==> config.mk <==
export PLATFORM = sky130hd
export DESIGN_NAME = mem_port_arbiter
export DESIGN_NICKNAME = d
export VERILOG_FILES = /design/src/rtl/mem_port_arbiter.sv
export SDC_FILE = /design/constraint.sdc
export NUM_CORES = 1
export LEC_CHECK = 0
export CORE_AREA = 2 2 192 194
export DETAILED_ROUTE_END_ITERATION = 10
export DIE_AREA = 0 0 194 196
export GPL_TIMING_DRIVEN = 0
export PLACE_DENSITY = 0.6
export SLEW_MARGIN = 20
export SYNTH_ARGS = -nofsm -noshare
export SYNTH_HDL_FRONTEND = slang
export SYNTH_SLANG_ARGS = --single-unit
==> constraint.sdc <==
create_clock -name clock -period 16.91 [get_ports clock]
set_input_delay 4.2275 -clock clock [delete_from_list [all_inputs] [get_ports clock]]
set_output_delay 4.2275 -clock clock [all_outputs]
set_load 0.03 [all_outputs]
==> src/rtl/mem_port_arbiter.sv <==
// mem_port_arbiter: shares one single-port memory between the fetch stage
// and the memory stage. Data accesses win by default; a waiting fetch is
// forced through after STARVE_MAX consecutive data grants. A branch flush
// cancels a pending or in-flight fetch without producing if_ready.
module mem_port_arbiter #(
   parameter int unsigned STARVE_MAX = 3
) (
   input  logic        clock,
   input  logic        reset,
   input  logic        if_req,
   input  logic [63:0] if_addr,
   output logic        if_ready,
   output logic [31:0] if_rdata,
   input  logic        d_read,
   input  logic        d_write,
   input  logic [63:0] d_addr,
   input  logic [63:0] d_wdata,
   output logic        d_ready,
   output logic [63:0] d_rdata,
   input  logic        flush,
   output logic        m_req,
   output logic        m_we,
   output logic [63:0] m_addr,
   output logic [63:0] m_wdata,
   input  logic        m_ack,
   input  logic [63:0] m_rdata,
   output logic        stall_if,
   output logic        stall_mem
);

   localparam int unsigned CNT_W = (STARVE_MAX < 32'd3) ? 32'd2 : $clog2(STARVE_MAX + 32'd1);
   localparam logic [CNT_W-1:0] STARVE_LIM = CNT_W'(STARVE_MAX);
   localparam logic [CNT_W-1:0] CNT_ONE    = {{(CNT_W-1){1'b0}}, 1'b1};

   typedef enum logic [1:0] {
      ST_IDLE   = 2'd0,
      ST_DGRANT = 2'd1,
      ST_FGRANT = 2'd2,
      ST_FDROP  = 2'd3
   } state_e;

   state_e            state_q, state_d;
   logic [CNT_W-1:0]  starve_q, starve_d;
   logic              m_we_q, m_we_d;
   logic [63:0]       m_addr_q, m_addr_d;
   logic [63:0]       m_wdata_q, m_wdata_d;
   logic              if_ready_q, if_ready_d;
   logic              d_ready_q, d_ready_d;
   logic [31:0]       if_rdata_q, if_rdata_d;
   logic [63:0]       d_rdata_q, d_rdata_d;

   logic              d_any_s;
   logic              pick_fetch_s;
   logic              grant_d_s;
   logic              grant_f_s;

   // Arbitration decision taken in IDLE: data first unless the fetch is starved.
   always_comb begin
      d_any_s      = d_read | d_write;
      pick_fetch_s = if_req & (~d_any_s | (starve_q == STARVE_LIM));
      grant_f_s    = (state_q == ST_IDLE) & pick_fetch_s & ~flush;
      grant_d_s    = (state_q == ST_IDLE) & d_any_s & ~pick_fetch_s;
   end

   // State register and all datapath registers; reset abandons any access.
   always_ff @(posedge clock or posedge reset) begin
      if (reset) begin
         state_q    <= ST_IDLE;
         starve_q   <= {CNT_W{1'b0}};
         m_we_q     <= 1'b0;
         m_addr_q   <= 64'd0;
         m_wdata_q  <= 64'd0;
         if_ready_q <= 1'b0;
         d_ready_q  <= 1'b0;
         if_rdata_q <= 32'd0;
         d_rdata_q  <= 64'd0;
      end else begin
         state_q    <= state_d;
         starve_q   <= starve_d;
         m_we_q     <= m_we_d;
         m_addr_q   <= m_addr_d;
         m_wdata_q  <= m_wdata_d;
         if_ready_q <= if_ready_d;
         d_ready_q  <= d_ready_d;
         if_rdata_q <= if_rdata_d;
         d_rdata_q  <= d_rdata_d;
      end
   end

   // Next-state logic; a flush turns an unfinished fetch into a drop.
   always_comb begin
      state_d = state_q;
      case (state_q)
         ST_IDLE: begin
            if (grant_d_s) begin
               state_d = ST_DGRANT;
            end else if (grant_f_s) begin
               state_d = ST_FGRANT;
            end else begin
               state_d = ST_IDLE;
            end
         end
         ST_DGRANT: begin
            if (m_ack) begin
               state_d = ST_IDLE;
            end else begin
               state_d = ST_DGRANT;
            end
         end
         ST_FGRANT: begin
            if (m_ack) begin
               state_d = ST_IDLE;
            end else if (flush) begin
               state_d = ST_FDROP;
            end else begin
               state_d = ST_FGRANT;
            end
         end
         ST_FDROP: begin
            if (m_ack) begin
               state_d = ST_IDLE;
            end else begin
               state_d = ST_FDROP;
            end
         end
         default: state_d = ST_IDLE;
      endcase
   end

   // Datapath next values: capture request at grant, capture response at ack.
   always_comb begin
      starve_d   = starve_q;
      m_we_d     = m_we_q;
      m_addr_d   = m_addr_q;
      m_wdata_d  = m_wdata_q;
      if_rdata_d = if_rdata_q;
      d_rdata_d  = d_rdata_q;
      d_ready_d  = (state_q == ST_DGRANT) & m_ack;
      if_ready_d = (state_q == ST_FGRANT) & m_ack & ~flush;

      if (grant_d_s) begin
         m_addr_d  = d_addr;
         m_wdata_d = d_wdata;
         m_we_d    = d_write;
      end else if (grant_f_s) begin
         m_addr_d  = if_addr;
         m_we_d    = 1'b0;
      end else begin
         m_addr_d  = m_addr_q;
      end

      if (grant_f_s) begin
         starve_d = {CNT_W{1'b0}};
      end else if ((state_q == ST_IDLE) & ~if_req) begin
         starve_d = {CNT_W{1'b0}};
      end else if (grant_d_s & if_req & (starve_q != STARVE_LIM)) begin
         starve_d = starve_q + CNT_ONE;
      end else begin
         starve_d = starve_q;
      end

      if (d_ready_d & ~m_we_q) begin
         d_rdata_d = m_rdata;
      end else begin
         d_rdata_d = d_rdata_q;
      end

      if (if_ready_d) begin
         if_rdata_d = m_addr_q[2] ? m_rdata[63:32] : m_rdata[31:0];
      end else begin
         if_rdata_d = if_rdata_q;
      end
   end

   // Output decode: memory request follows the grant states; stalls are combinational.
   always_comb begin
      m_req     = (state_q != ST_IDLE);
      m_we      = m_we_q;
      m_addr    = m_addr_q;
      m_wdata   = m_wdata_q;
      if_ready  = if_ready_q;
      d_ready   = d_ready_q;
      if_rdata  = if_rdata_q;
      d_rdata   = d_rdata_q;
      stall_if  = if_req & ~if_ready_q;
      stall_mem = (d_read | d_write) & ~d_ready_q;
   end

endmodule

# Word-level counts from Yosys, hierarchy flattened
# Index checks and enable logic that the tools add are counted.
# op_classes
n_addsub	1
n_eq_ne	5
n_mux	15
n_bitwise	23
reduce_logical	4
# ops
op	n
$mux W64	2
$mux W32	1
$and A1 B1 Y1	14
$mux W2	7
$pmux W2 S4	1
$not A1 Y1	7
$eq A2 B2 Y1 const B	3
$mux W1	4
$reduce_bool A2 Y1	2
$reduce_bool A3 Y1	1
$add A2 B1 Y2 const B	1
$eq A2 B1 Y1 const B	1
$logic_not A2 Y1	1
$ne A2 B2 Y1 const B	1
$or A1 B1 Y1	2
# word_totals
reg_bits	231
output_inout_bits	230
elab_cells	57

# Depth between registers and ports, before layout
# logic_depth
depth_word	11
ltp_mapped	8
mapped_depth_nobuf	5

# Worst setup path before layout
# Ideal clock, no wire load.
# synth_path
kind	input to output
startpoint	input if_req
endpoint	output stall_if
t_arrival_ns	4.683
required_time_ns	12.682
path_slack_ns	8.000
path_stages	1
n_path_buf	0
path_cell_list	nor2b_1
# synth_between
elab_chain_cells	1
# synth_lines
element	line	source
from (decl)	10	input logic if_req,
$and A1 B1 Y1	185	stall_if = if_req & ~if_ready_q;
to (decl)	27	output logic stall_if,
# No other way between the ends.

# Final worst setup path
# Same ends and word-level chain as after synthesis.

==> reports/metrics.yaml <==
pwr:
  seq_power_share_pct: 29.0
  combinationalPowerShare_pct: 53.7
  sw_frac_of_total_pct: 41.2
  cellLeakagePower_nw: 7.07
  p_sw_mw: 1.39
  ir_drop_mv: 0.117
  power_mw: 3.38
  intPower_mw: 1.99
  p_clk_share_pct: 17.3
  power_density_mw_per_mm2: 211
clock_network:
  path_clk_slew_ps: 60
  clock_path_buffers: 3
  cts_sinks: 231
  cts_buffers: 28
  h-tree-depth: 1
  root_buffer: "clkbuf_16"
  cts_resized: 0
  cts_tree: "built"
  post_cts_buffers: 0
  worstSkewPairLatency_ps: 550
  hold_buffers: 0
route:
  wl_per_cell_um: 19.5
  drt-total-wl_um: 33800
  final_antenna_net_count: 0
  drc: 0
  drtIter0Drc: 170
  dr.pass1.iters: 4
  via_per_inst: 4.43
  vias: 7681
flow_run:
  drv_cap: 0
worst_setup_path:
  worstSetupPathType: "input port to output port"
  cp_max_fo: 6
  endpoint_kind: "output port"
  crit_path_start_kind: "input port"
  cp_data_required_time_ps: 12680
  cp.arrival_ps: 5690
finish:
  antenna_cells: 0
  multi_input_area_sq_mm: 0.00345
  syn_to_final_growth_pct: 67.9
  design_area_sq_mm: 0.0160
  n_fill_cell: 3407
  num-nets-final: 1511
  layout-drive-gt1-share_pct: 16.7
  final-seq-area_sq_mm: 0.00578
synth:
  synth_cell_types: 28
  synth_warnings: 0
  seq_area_frac_synth_pct: 60.7
  syn_area_sq_mm: 0.00952
  syn-instance-count: 723
  syn_nets: 987
  ys_ff_latch: 231
  avgSynthCellArea_sq_um: 13.2
global_route:
  grt_pass1_vias: 8369
  antenna_found_initial: 1
  grt_start_max_net_pins: 98
  grt_pass1_wl_um: 51200
  grt_overflow: 0
  grt_usage_pct: 17.3
timing:
  worst_pin_slew_ps: 887
  fmax_ghz: 0.101
  fin_crit_ps: 9910
  rsz0062_at_grt: "no"
  setup_viol: 0
  finalHoldViolations: 0
  tns_ps: 0
  fin_crit_sh_pct: 58.6
  hold_slack_ps: 502
  slew_headroom_pct: 40.9
  drv_slew: 0
  skew_ps: 13.0
die:
  coreArea_sq_mm: 0.0361
  die_w_um: 194
  die-area_sq_mm: 0.0380
  initial_utilization_pct: 26.4
  rows: 70
  die_h_um: 196
  io-pin-count: 493
outcome:
  outcome: "complete, no violations"
placement:
  placed_area_sq_mm: 0.0151
  portBuffers: 492
  detailed_place_hpwl_um: 25500
  gp_congestion: 0.797
worst_hold_path:
  hp-class: "register to register"
==> state kept, by name, summed over array words and instances (netlist names) <==
name	count
state_q	2
m_wdata	64
d_ready	1
m_addr	64
if_rdata	32
m_we	1
if_ready	1
d_rdata	64
starve_q	2
==> synthesized netlist by cell type, drive strengths merged <==
| master | instances | area, sq um |
|---|---|---|
| a32oi | 1 | 8.76 |
| nor3 | 2 | 10.0 |
| a22o | 2 | 17.5 |
| buf | 34 | 228 |
| nand3b | 1 | 7.51 |
| dfrtp | 231 | 5780 |
| mux2 | 128 | 1490 |
| a32o | 1 | 10.0 |
| nor2b | 2 | 12.5 |
| nor2 | 100 | 378 |
| a211o | 1 | 8.76 |
| clkbuf | 13 | 48.8 |
| a21oi | 97 | 485 |
| o31ai | 1 | 7.51 |
| mux2i | 96 | 961 |
| inv | 3 | 11.3 |
| and3 | 1 | 6.26 |
| o21bai | 1 | 7.51 |
| nand2 | 3 | 11.3 |
| o21ai | 2 | 10.0 |
| nand3 | 2 | 10.0 |
| ha | 1 | 12.5 |
==> metrics by stage <==
step	util [%]	worst slack [ps]	instances
final	44.3	7000	1735
after CTS	44.3	6950	1735
after floorplan	-	6350	723
after detailed placement	41.8	6950	1685
after global placement	41.7	2650	1683
after global routing	44.3	6930	1735
==> worst paths after layout <==
| check | from | to | slack [ps] | depth (start not counted) |
|---|---|---|---|---|
| setup / recovery | if_req | stall_if | 7000 | 3 |
| hold / removal | m_wdata[20] | m_wdata[20] | 500 | 1 |
| setup reg to reg | starve_q[0] | m_addr[2] | 14840 | 7 |
| hold reg to reg | m_wdata[20] | m_wdata[20] | 500 | 1 |
| max in group asynchronous | reset | d_rdata[28] | 11990 | 3 |
| min in group asynchronous | reset | if_rdata[5] | 4080 | 2 |
==> power groups by stage <==
stage | logic, mW | clock network [mW] | registers, mW
after floorplan | 0.493 | 0 | 1.52
after detailed placement | 1.83 | 0 | 0.985
after global routing | 1.91 | 0.626 | 1.02
after global placement | 1.83 | 0 | 0.975
after CTS | 1.84 | 0.605 | 0.982
final | 1.82 | 0.585 | 0.980
==> cells by family after synthesis <==
logic type                 count (synthesis)  synth area share (%)
and+or+nand+nor                          111                  4.57
adders and majority gates                  1                 0.131
DFF                                      231                  60.7
AOI/OAI and AO/OA                        106                  5.83
muxes                                    224                  25.7
buffers and inverters                     50                  3.02
==> layer usage <==
metal / global-route usage, % / share of wire, % / vias up
met1: 20.3 / 39 / 3739
met2: 30.5 / 50 / 318
li1: - / - / 3573
met3: 5.16 / 7.9 / 49
met4: 5.44 / 2.6 / 2
met5: 0 / 0.038 / -
==> area by class of cell <==
| cell class | count | share of cell area [%] |
|---|---|---|
| plain buffers | 47 | 1.73 |
| clock buffers | 38 | 5.00 |
| clock inverters | 12 | 0.587 |
| inverters | 3 | 0.117 |
| multi-input cells | 442 | 21.6 |
| flip-flops and latches | 231 | 36.2 |
| well taps | 468 | 3.66 |
| repair buffers | 494 | 31.1 |
==> critical path, cell delays in order <==
cell             delay, ps
clkdlybuf4s50_1        580
nor2b_1                160
clkdlybuf4s50_1        710
==> cell usage in the layout, fill, tap and decap left out, types with 8 or more instances in the layout <==
cell / n
mux2_2: 115
clkinv_2: 8
clkbuf_16: 29
nor2_1: 99
dfrtp_1: 231
buf_2: 23
clkbuf_1: 18
a21oi_1: 97
clkdlybuf4s50_1: 492
mux2_4: 13
mux2i_1: 96
buf_6: 9
Note: power is estimated with default switching activity, not from simulation.
